$ cat src/rtl/mph_project_sequencer.sv
// mph_project_sequencer
// Wishbone-mapped project selector for the multi-project harness. Owns the
// shared project-select bus, per-project resets and per-project update strobes.
// A CTRL write holds every project in reset for RESET_CYCLES, then releases
// only the selected one. DATA writes become one-cycle strobes to the running
// project.
// Optional feature: define MPH_DROP_COUNT_EN to add an 8-bit saturating
// counter of dropped DATA writes at STATUS[23:16].
module mph_project_sequencer #(
    parameter int          NUM_PROJECTS = 8,
    parameter int          SEL_W        = 3,
    parameter logic [31:0] BASE_ADDR    = 32'h3000_0000,
    parameter int          RESET_CYCLES = 16
) (
    input  logic                    wb_clk_i,
    input  logic                    wb_rst_i,
    input  logic                    wbs_cyc_i,
    input  logic                    wbs_stb_i,
    input  logic                    wbs_we_i,
    input  logic [3:0]              wbs_sel_i,
    input  logic [31:0]             wbs_adr_i,
    input  logic [31:0]             wbs_dat_i,
    output logic                    wbs_ack_o,
    output logic [31:0]             wbs_dat_o,
    output logic [SEL_W-1:0]        proj_sel,
    output logic [NUM_PROJECTS-1:0] proj_reset,
    output logic [NUM_PROJECTS-1:0] proj_wb_update,
    output logic [31:0]             proj_data,
    output logic                    busy
);

    typedef enum logic [1:0] {
        S_IDLE = 2'd0,
        S_HOLD = 2'd1,
        S_RUN  = 2'd2
    } state_t;

    localparam logic [SEL_W:0] LP_NP       = NUM_PROJECTS[SEL_W:0];
    localparam logic [7:0]     LP_CNT_LAST = 8'(RESET_CYCLES - 1);

    state_t                  r_state, w_state_nxt;
    logic [SEL_W-1:0]        r_sel, w_sel_nxt;
    logic [7:0]              r_cnt, w_cnt_nxt;
    logic [SEL_W-1:0]        r_ctrl_tgt;
    logic                    r_ctrl_en;
    logic                    r_ack;
    logic [31:0]             r_rdata;
    logic [NUM_PROJECTS-1:0] r_upd;
    logic [31:0]             r_pdata;
    logic                    r_drop;
`ifdef MPH_DROP_COUNT_EN
    logic [7:0]              r_drop_cnt;
`endif

    logic                    w_acc, w_wr, w_ctrl_wr, w_stat_wr, w_data_wr;
    logic                    w_tgt_ok, w_en;
    logic [SEL_W-1:0]        w_target;
    logic [31:0]             w_status, w_rdata;
    logic [NUM_PROJECTS-1:0] w_onehot;
    logic                    w_unused_sel;

    // Byte selects carry no meaning here: every write is full-word.
    assign w_unused_sel = ^wbs_sel_i;

    // Request decode: a new request is only taken while ack is low, so a held
    // strobe is acknowledged every other cycle.
    always_comb begin
        w_acc     = wbs_cyc_i & wbs_stb_i & ~r_ack & (wbs_adr_i[31:4] == BASE_ADDR[31:4]);
        w_wr      = w_acc & wbs_we_i;
        w_ctrl_wr = w_wr & (wbs_adr_i[3:0] == 4'h0);
        w_stat_wr = w_wr & (wbs_adr_i[3:0] == 4'h4);
        w_data_wr = w_wr & (wbs_adr_i[3:0] == 4'h8);
        w_target  = wbs_dat_i[SEL_W-1:0];
        w_en      = wbs_dat_i[8];
        w_tgt_ok  = ({1'b0, w_target} < LP_NP);
    end

    // Next-state logic; a CTRL write always beats the HOLD terminal count.
    always_comb begin
        w_state_nxt = r_state;
        w_sel_nxt   = r_sel;
        w_cnt_nxt   = r_cnt;
        if (w_ctrl_wr && w_tgt_ok) begin
            if (!w_en) begin
                w_state_nxt = S_IDLE;
            end else if (!(r_state == S_RUN && w_target == r_sel)) begin
                w_state_nxt = S_HOLD;
                w_sel_nxt   = w_target;
                w_cnt_nxt   = 8'd0;
            end
        end else if (r_state == S_HOLD) begin
            if (r_cnt == LP_CNT_LAST) begin
                w_state_nxt = S_RUN;
            end else begin
                w_cnt_nxt = r_cnt + 8'd1;
            end
        end
    end

    // State, selected project and guard counter registers.
    always_ff @(posedge wb_clk_i or posedge wb_rst_i) begin
        if (wb_rst_i) begin
            r_state <= S_IDLE;
            r_sel   <= '0;
            r_cnt   <= 8'd0;
        end else begin
            r_state <= w_state_nxt;
            r_sel   <= w_sel_nxt;
            r_cnt   <= w_cnt_nxt;
        end
    end

    // Per-project decode of the running project: one-hot strobe select and resets.
    always_comb begin
        w_onehot   = '0;
        proj_reset = '1;
        for (int i = 0; i < NUM_PROJECTS; i++) begin
            w_onehot[i]   = (r_sel == SEL_W'(i));
            proj_reset[i] = ~(r_state == S_RUN && r_sel == SEL_W'(i));
        end
    end

    // Read mux; values reflect register state before this request's side effects.
    always_comb begin
        w_status           = 32'h0;
        w_status[SEL_W-1:0] = r_sel;
        w_status[8]        = (r_state == S_HOLD);
        w_status[9]        = r_drop;
`ifdef MPH_DROP_COUNT_EN
        w_status[23:16]    = r_drop_cnt;
`endif
        w_rdata = 32'h0;
        case (wbs_adr_i[3:0])
            4'h0: begin
                w_rdata[SEL_W-1:0] = r_ctrl_tgt;
                w_rdata[8]         = r_ctrl_en;
            end
            4'h4:    w_rdata = w_status;
            default: w_rdata = 32'h0;
        endcase
    end

    // Bus response, CTRL shadow, update strobes and drop tracking.
    always_ff @(posedge wb_clk_i or posedge wb_rst_i) begin
        if (wb_rst_i) begin
            r_ack      <= 1'b0;
            r_rdata    <= 32'h0;
            r_ctrl_tgt <= '0;
            r_ctrl_en  <= 1'b0;
            r_upd      <= '0;
            r_pdata    <= 32'h0;
            r_drop     <= 1'b0;
`ifdef MPH_DROP_COUNT_EN
            r_drop_cnt <= 8'd0;
`endif
        end else begin
            r_ack   <= w_acc;
            r_rdata <= (w_acc && !wbs_we_i) ? w_rdata : 32'h0;
            r_upd   <= '0;
            if (w_ctrl_wr && w_tgt_ok) begin
                r_ctrl_tgt <= w_target;
                r_ctrl_en  <= w_en;
            end
            if (w_data_wr) begin
                if (r_state == S_RUN) begin
                    r_upd   <= w_onehot;
                    r_pdata <= wbs_dat_i;
                end else begin
                    r_drop <= 1'b1;
`ifdef MPH_DROP_COUNT_EN
                    if (r_drop_cnt != 8'hFF) r_drop_cnt <= r_drop_cnt + 8'd1;
`endif
                end
            end else if (w_stat_wr && wbs_dat_i[9]) begin
                r_drop <= 1'b0;
`ifdef MPH_DROP_COUNT_EN
                r_drop_cnt <= 8'd0;
`endif
            end
        end
    end

    assign wbs_ack_o      = r_ack;
    assign wbs_dat_o      = r_rdata;
    assign proj_sel       = r_sel;
    assign proj_wb_update = r_upd;
    assign proj_data      = r_pdata;
    assign busy           = (r_state == S_HOLD);

endmodule
$ cat config.mk
export PLATFORM = sky130hd
export DESIGN_NAME = mph_project_sequencer
export DESIGN_NICKNAME = d
export VERILOG_FILES = /design/src/rtl/mph_project_sequencer.sv
export SDC_FILE = /design/constraint.sdc
export NUM_CORES = 1
export LEC_CHECK = 0
export ABC_AREA = 1
export BUFFER_PORTS_ARGS = -buffer_cell sky130_fd_sc_hd__buf_2
export CORE_MARGIN = 5
export CORE_UTILIZATION = 45
export DETAILED_ROUTE_END_ITERATION = 6
export PLACE_DENSITY_LB_ADDON = 0.08
export SETUP_SLACK_MARGIN = 0.15
export SYNTH_ARGS = -nofsm -noshare
export SYNTH_HDL_FRONTEND = slang
export SYNTH_SLANG_ARGS = --single-unit
$ cat constraint.sdc
create_clock -name wb_clk_i -period 1.95 [get_ports wb_clk_i]
set_input_delay 0.195 -clock wb_clk_i [delete_from_list [all_inputs] [get_ports wb_clk_i]]
set_output_delay 0.195 -clock wb_clk_i [all_outputs]
set_load 0.01 [all_outputs]
==> results of run 1 <==
[state kept, by name (all words and copies together), names as in the netlist]
register,cells
r_drop,1
proj_sel,3
r_state,2
wbs_dat_o,5
proj_data,32
wbs_ack_o,1
r_ctrl_tgt,3
r_cnt,8
proj_wb_update,8
r_ctrl_en,1
[metrics by stage]
step           instance area, µm²  setup WS, ns  total power [µW]  hold WS, ns
3_3_place_gp                 4100         0.233              1540        0.274
2_1_floorplan                3550         0.157              1480        0.340
5_1_grt                      4310         0.161              2670       0.0771
6_report                     4310         0.300              2570       0.0715
3_5_place_dp                 4100         0.219              1540        0.277
4_1_cts                      4290         0.220              2590       0.0658
[synth_stat cells]
| cell type | n |
|---|---|
| clkinv_2 | 1 |
| clkbuf_1 | 3 |
| nand2_2 | 2 |
| nor2_1 | 53 |
| nor3_1 | 3 |
| nor2_2 | 1 |
| nand2_4 | 5 |
| dfrtp_1 | 64 |
| buf_6 | 3 |
| inv_2 | 6 |
| nor3b_2 | 1 |
| nand3_1 | 51 |
| xor2_1 | 7 |
| ha_1 | 1 |
| nor4_1 | 1 |
| nand3b_1 | 1 |
| nand3_4 | 1 |
| a21oi_1 | 6 |
| nand4_1 | 4 |
| o21ai_1 | 2 |
| xnor2_1 | 1 |
| buf_2 | 6 |
| o21ai_0 | 9 |
| inv_1 | 44 |
| or2_4 | 1 |
| conb_1 | 1 |
| buf_4 | 27 |
| nor3_4 | 1 |
| nand2_1 | 145 |
| nor2_4 | 2 |
[cell type report]
cell class	instances	area (µm²)	share of cell area
flip-flops and latches	64	1600	0.371
multi-input cells	325	1490	0.344
repair buffers	135	726	0.168
inverters	51	193	0.0447
clock buffers	10	138	0.0319
well taps	102	128	0.0296
clock inverters	6	43.8	0.0102
[worst max-delay path, stage by stage (launching register included)]
cell     delay, ns
dfrtp_1       0.40
nor2_2        0.13
inv_1         0.10
nor2_1        0.22
nand2_1       0.12
buf_2         0.16
[final timing paths]
path / start / end / slack [ns] / cells past startpoint
setup reg to reg: wbs_ack_o / r_cnt[1] / 0.31 / 9
setup / recovery: r_state[0] / proj_reset[1] / 0.30 / 5
max in group asynchronous: wb_rst_i / proj_data[27] / 0.86 / 4
min in group asynchronous: wb_rst_i / proj_data[7] / 0.44 / 3
hold / removal: wbs_dat_i[26] / proj_data[26] / 0.07 / 3
hold reg to reg: proj_data[20] / proj_data[20] / 0.47 / 2
[repair_timing]
item	4_1_cts	5_1_grt
gates resized for setup	0	3
hold buffers	1	0
setup endpoints to repair	0	41
hold endpoints to repair	23	0
setup buffers	0	2
[cell families (layout without fill, tap and decap cells)]
family,Yosys count,count (layout),share of synthesized area
other,1,27,0.00109
AOI/OAI and AO/OA,17,17,0.0247
buffers and inverters,90,202,0.136
xor gates and xnor gates,8,8,0.0203
DFF,64,64,0.464
and+or+nand+nor,272,272,0.349
adders and majority gates,1,1,0.00363
[metal layers]
layer / vias up / track usage / routed length [µm]
met3: 10 / 0.0510 / 698
li1: 1607 / - / -
met1: 1421 / 0.215 / 3560
met5: - / 0 / 0
met2: 110 / 0.292 / 3890
met4: 0 / 0.0596 / 81
[report_power, final]
| part | leakage, µW | switching [µW] | total, µW | internal (µW) |
|---|---|---|---|---|
| clock network | 0.0000809 | 560 | 1060 | 497 |
| logic | 0.00162 | 115 | 188 | 73.4 |
| registers | 0.000884 | 0.00000115 | 1330 | 1330 |
| total | 0.00259 | 675 | 2570 | 1900 |
==> impl_metrics.csv, run 1 <==
group,metric,value,unit
drt,drt_first_pass_iters,4,
setup_path,startpoint_type,"register",
cells_and_area,fin_cells,693,
placement,dp_cells,674,
power,p_per_area,596,mW/mm²
logic_synthesis,ys_ff_latch,64,
global_routing,gr-usage-all-layers,0.175,
global_routing,grt_start_max_net_pins,37,
global_routing,antenna_found_initial,0,
drt,final_antenna_net_count,0,
cells_and_area,mostFrequentLayoutCell,"nand2_1",
sta,tns,0,ns
cells_and_area,nets,660,
power,power_leakage,0.00259,µW
power,vdd_drop_max,0.000381,V
sta,tightest_slew,0.539,ns
cells_and_area,drive_gt1_frac,0.293,
clocking,cts_tree,"yes",
global_routing,grt_pass1_vias,3071,
clocking,clockRootBuffer,"clkbuf_8",
setup_path,end_kind,"primary output",
clocking,clk_pin_slew,0.08,ns
drt,vias_per_cell,4.54,
setup_path,cp_data_arrival_time,1.46,ns
floorplanning,start_util,0.453,
floorplanning,num_rows,32,
cells_and_area,fill_cells,769,
placement,port_buffers,126,
floorplanning,coreArea,0.00761,mm²
drt,wl_per_cell,11.9,µm
sta,layout_min_cycle_time,1.65,ns
run,cap_violations,0,
cells_and_area,antennaDiodeCount,0,
clocking,cts_buffers,9,
floorplanning,ioPinCount,158,
logic_synthesis,synth_warnings,0,
clocking,clkLatencyLatePin,0.35,ns
logic_synthesis,yosysSeqAreaShare,0.464,
drt,num_vias,3148,
floorplanning,die_x,97.5,µm
setup_path,critPathKind,"register to primary output",
drt,drcViolationCount,0,
placement,dpl.hpwl,6170,µm
global_routing,grt_pass1_wl,13700,µm
logic_synthesis,syn_inst,453,
drt,drt-total-wl,8230,µm
sta,setup_violations,0,
global_routing,grt-ovfl-total,0,
sta,drv_slew,0,
setup_path,crit_required,1.75,ns
sta,hold_viol,0,
sta,clock-skew-final,0.0103,ns
outcome,status,"complete, no violations",
logic_synthesis,synthTopCellsByArea,"dfrtp_1 (46%), nand2_1 (16%), nand3_1 (7.4%)",
min_path,hold_path.class,"input pin to register",
cells_and_area,layout_common_cells,"nand2_1 (145), buf_2 (126), dfrtp_1 (64), nor2_1 (52), nand3_1 (51)",
placement,globalplace.congestion,0.820,
floorplanning,die_height,97.5,µm
logic_synthesis,synth_top_area_share,0.464,
setup_path,crit_path_max_fanout,4,
clocking,cts.path.max_buffers,2,
sta,slew-limit-headroom,0.640,
drt,dr.first_iter.drc_count,76,
cells_and_area,finish.utilization,0.567,
logic_synthesis,yosysTopAreaCell,"dfrtp_1",
clocking,clock_sinks,64,
clocking,cts.htree.levels,3,
sta,rsz0062_at_grt,"no",
floorplanning,dieArea,0.00951,mm²
logic_synthesis,synth.distinct_cells,30,
sta,period_share,0.846,
sta,timing.fmax,606,MHz
logic_synthesis,syn-cell-area,0.00345,mm²
cells_and_area,area_growth,25.1,%
logic_synthesis,avgSynthCellArea,7.61,µm²
No activity file was read; power rests on OpenSTA's default activity.
==> run 2: changes to the inputs <==
clock period = 1.65 ns   (was 1.95 ns; I/O delays follow)
==> impl_metrics.csv, run 2 (synthesis gave the netlist of run 1 again) <==
group,metric,value,unit
clocking,clkLatencyLatePin,0.34,ns
sta,clock-skew-final,0.0110,ns
floorplanning,dieArea,0.00951,mm²
drt,drt_first_pass_iters,4,
placement,dpl.hpwl,6330,µm
floorplanning,num_rows,32,
cells_and_area,final_area,0.00515,mm²
global_routing,gr-usage-all-layers,0.186,
min_path,hold_path.class,"input pin to register",
floorplanning,ioPinCount,158,
cells_and_area,fin_cells,726,
drt,dr.first_iter.drc_count,124,
clocking,cts.path.max_buffers,2,
global_routing,grt_pass1_vias,3076,
drt,vias_per_cell,4.70,
cells_and_area,mostFrequentLayoutCell,"buf_2",
drt,final_antenna_net_count,0,
setup_path,startpoint_type,"register",
sta,slew-limit-headroom,0.632,
sta,drv_slew,0,
global_routing,gr-usage-met1,0.227,
setup_path,crit_required,1.89,ns
floorplanning,start_util,0.453,
placement,dp_cells,682,
global_routing,grt_pass1_wl,14400,µm
sta,rsz0062_at_grt,"yes",
run,cap_violations,0,
sta,tns,0,ns
setup_path,critPathKind,"register to register",
global_routing,grt_use_met2,0.312,
drt,wl_per_cell,13.6,µm
floorplanning,die_height,97.5,µm
drt,drt-total-wl,9870,µm
clocking,cts.htree.levels,3,
cells_and_area,antennaDiodeCount,0,
global_routing,grt-ovfl-total,0,
placement,port_buffers,126,
setup_path,cp_data_arrival_time,1.82,ns
setup_path,crit_path_max_fanout,6,
sta,period_share,0.956,
outcome,status,"complete, no violations",
power,p_per_area,661,mW/mm²
sta,setup_violations,0,
cells_and_area,largest_reg_flops,32,
global_routing,antenna_found_initial,0,
floorplanning,die_x,97.5,µm
cells_and_area,fill_cells,646,
placement,post_dp_cell_area,0.00417,mm²
sta,layout_min_cycle_time,1.58,ns
clocking,cts_buffers,9,
cells_and_area,drive_gt1_frac,0.447,
drt,drcViolationCount,0,
clocking,cts_tree,"yes",
cells_and_area,finish.utilization,0.677,
power,vdd_drop_max,0.000622,V
cells_and_area,layout_common_cells,"buf_2 (119), nand2_1 (102), dfrtp_1 (64), nor2_1 (48), nand2_2 (42)",
floorplanning,coreArea,0.00761,mm²
power,power_leakage,0.00290,µW
cells_and_area,nets,694,
placement,globalplace.congestion,0.830,
clocking,clockRootBuffer,"clkbuf_8",
clocking,clock_sinks,64,
global_routing,grt_start_max_net_pins,31,
sta,timing.fmax,634,MHz
global_routing,grt_busiest_layer,"met2",
sta,tightest_slew,0.552,ns
setup_path,end_kind,"register",
cells_and_area,area_growth,49.4,%
clocking,clk_pin_slew,0.07,ns
global_routing,grt_use_met3,0.0639,
drt,num_vias,3410,
sta,hold_viol,0,
## run 2: final timing paths
check                      depth (start not counted)  slack [ns]                end     startpoint
min                                                3        0.04      proj_data[10]  wbs_dat_i[10]
max reg2reg                                       10        0.07           r_cnt[4]      wbs_ack_o
min in group asynchronous                          3        0.42      proj_data[16]       wb_rst_i
min reg2reg                                        2        0.47       proj_data[6]   proj_data[6]
max                                               10        0.07           r_cnt[4]      wbs_ack_o
max in group asynchronous                          4        0.71  proj_wb_update[0]       wb_rst_i
## run 2: final cells by class
type / count / area (µm²) / share of cell area
clock buffers: 9 / 124 / 0.0240
well taps: 102 / 128 / 0.0248
inverters: 51 / 210 / 0.0408
flip-flops and latches: 64 / 1600 / 0.311
repair buffers: 161 / 1070 / 0.208
repair inverters: 1 / 16.3 / 0.00316
multi-input cells: 332 / 1890 / 0.367
clock inverters: 6 / 109 / 0.0211
## run 2: power by group
group / leakage [µW] / internal [µW] / switching (µW)
Sequential: 0.000884 / 1570 / 0.00000167
Clock: 0.000119 / 992 / 608
Combinational: 0.00190 / 90.9 / 147
## run 2: what timing repair did
action	4_1_cts	5_1_grt
hold buffers	1	0
endpoints found under the setup margin	54	62
pin swaps	7	48
endpoints found under the hold margin	18	0
buffers inserted	3	15
resized for setup	15	102
cloned	3	8
## run 2: per-stage QoR
step	setup WS [ns]	hold slack, ns	power [µW]
detailed placement	-0.00141	0.230	1830
global route	-0.0681	0.0257	3560
finish	0.0722	0.0444	3410
global placement	0.0417	0.219	1820
floorplan	0.156	0.296	1750
CTS	0.0536	0.0336	3430
## run 2: critical path, stage by stage, from the launching register on
cell	delay (ns)
dfrtp_1	0.39
nand3b_1	0.15
nor2_1	0.09
nand2_1	0.09
nor2_4	0.15
nand3_4	0.15
nand2_4	0.12
nand2_4	0.08
buf_4	0.15
nand3_1	0.06
nand2_1	0.05
## run 2: metal layers
layer / vias up / share of wire
li1: 1691 / -
met1: 1586 / 0.42
met2: 118 / 0.49
met3: 15 / 0.080
met4: 0 / 0.015
met5: - / 0
==> run 3: changes to the inputs <==
CORE_ASPECT_RATIO = 0.8   (was default)
clock period = 1.8 ns   (was 1.65 ns; I/O delays follow)
==> impl_metrics.csv, run 3 (synthesis gave the netlist of run 1 again) <==
group,metric,value,unit
sta,hold_ws,0.0724,ns
setup_path,reg2reg_depth,9,
drt,drt_first_pass_iters,4,
global_routing,grt_start_max_net_pins,42,
cells_and_area,largest_reg_flops,32,
cells_and_area,mostFrequentLayoutCell,"nand2_1",
cells_and_area,antennaDiodeCount,0,
floorplanning,num_rows,28,
global_routing,antenna_found_initial,0,
cells_and_area,fin_cells,712,
clocking,cts_buffers,9,
drt,vias_per_cell,4.55,
placement,dpl.hpwl,6380,µm
min_path,hold_path.class,"input pin to register",
sta,setup_violations,0,
sta,period_share,0.921,
setup_path,crit_required,2.07,ns
sta,drv_slew,0,
power,vdd_drop_max,0.000487,V
drt,dr.first_iter.drc_count,120,
global_routing,grt_pass1_wl,13300,µm
drt,drt-total-wl,9170,µm
placement,globalplace.congestion,0.779,
placement,place_ws,0.0451,ns
setup_path,max_stage_delay,0.41,ns
sta,tns,0,ns
cells_and_area,fill_cells,692,
min_path,holdPathStages,3,
floorplanning,start_util,0.464,
sta,timing.fmax,603,MHz
drt,final_antenna_net_count,0,
sta,hold_viol,0,
sta,rsz0062_at_grt,"yes",
setup_path,crit_path_max_fanout,4,
cells_and_area,area_growth,33.2,%
sta,layout_min_cycle_time,1.66,ns
clocking,cts_tree,"yes",
setup_path,critPathKind,"register to register",
global_routing,grt_pass1_vias,2923,
placement,dp_cells,678,
cells_and_area,drive_gt1_frac,0.326,
setup_path,cp_common_cell,"nand2_1",
sta,tightest_slew,0.558,ns
clocking,clk_pin_slew,0.07,ns
placement,port_buffers,126,
setup_path,startpoint_type,"register",
drt,wl_per_cell,12.9,µm
run,cap_violations,0,
sta,slew-limit-headroom,0.627,
setup_path,crit_slowest_cell,"dfrtp_1",
clocking,clkLatencyLatePin,0.33,ns
sta,clock-skew-final,0.00655,ns
clocking,cts.htree.levels,3,
floorplanning,die_height,88.3,µm
setup_path,crit_path_cell_trace,"nand3b_1 -> nor2_1 -> nand2_1 -> nor2_4 -> nand4_1 -> buf_4 -> nand2_4 -> nand3_1 -> nand2_1",
cells_and_area,layout_common_cells,"nand2_1 (142), buf_2 (126), dfrtp_1 (64), nand3_1 (50), nor2_1 (49)",
floorplanning,die_x,108,µm
cells_and_area,nets,676,
floorplanning,ioPinCount,158,
global_routing,grt-ovfl-total,0,
sta,worst_slack,0.143,ns
outcome,status,"complete, no violations",
floorplanning,coreArea,0.00743,mm²
clocking,clock_sinks,64,
setup_path,cp_data_arrival_time,1.93,ns
drt,drcViolationCount,0,
power,p_per_area,633,mW/mm²
clocking,cts.path.max_buffers,2,
global_routing,gr-usage-all-layers,0.176,
power,power_leakage,0.00270,µW
drt,num_vias,3239,
floorplanning,dieArea,0.00952,mm²
clocking,clockRootBuffer,"clkbuf_8",
setup_path,end_kind,"register",
## run 3: cell types whose count changed in the layout (fill, tap and decap cells not counted), moves of 3 or more
cell     previous run  this run
a21oi_1             3         6
nand2_8             8         2
nand2_1           102       142
o21ai_0             0         7
nand3_2            17         1
buf_2             119       126
nand2_2            42         3
buf_6              11         1
buf_4              22        15
o21ai_1             8         3
nand3_1            34        50
a21oi_2             3         0
## run 3: critical path, delay by kind of cell (launching register included)
| kind | cells | cell delay [ns] |
|---|---|---|
| buf+inv | 1 | 0.22 |
| flops | 1 | 0.41 |
| simple gates | 8 | 0.97 |
## run 3: timing repair
action	CTS	global route
setup buffers	4	8
endpoints found under the hold margin	23	0
hold buffers	1	0
gates cloned	1	4
setup endpoints to repair	45	54
pin swaps	4	12
resized for setup	4	20
## run 3: per-layer routing
layer / GRT usage / vias up / wire, µm
met5: 0 / - / 0
met4: 0.0413 / 0 / 37
met3: 0.0613 / 4 / 864
met2: 0.282 / 123 / 4170
met1: 0.233 / 1464 / 4100
li1: - / 1648 / -
## run 3: worst paths after layout
path | start | endpoint | slack [ns]
max | wbs_ack_o | r_cnt[5] | 0.14
max in group asynchronous | wb_rst_i | r_cnt[6] | 0.77
min reg2reg | proj_data[31] | proj_data[31] | 0.47
max reg2reg | wbs_ack_o | r_cnt[5] | 0.14
min in group asynchronous | wb_rst_i | proj_data[26] | 0.45
min | wbs_dat_i[31] | proj_data[31] | 0.07
## run 3: report_power, final
group,total [µW],switching [µW],leakage (µW),internal (µW)
sequential,1440,0.00000130,0.000884,1440
clock,1260,555,0.000101,710
combinational,206,126,0.00172,79.1
total,2910,681,0.00270,2230
## run 3: area by class of cell
type                       instances  area, µm²  share of cell area
clock buffer                      11        151              0.0330
clock inverter                     5       55.1              0.0120
inverter                          51        208              0.0452
multi-input combinational        328       1570               0.342
sequential                        64       1600               0.349
tap                              105        131              0.0286
timing repair buffer             148        875               0.190
## run 3: through the flow
stage                     area (µm²)  power (µW)   util
after floorplan                 3550        1600      -
after global placement          4120        1670  0.555
after detailed placement        4120        1670  0.555
after CTS                       4390        2940  0.591
after global routing            4590        3040  0.618
final                           4590        2910  0.618
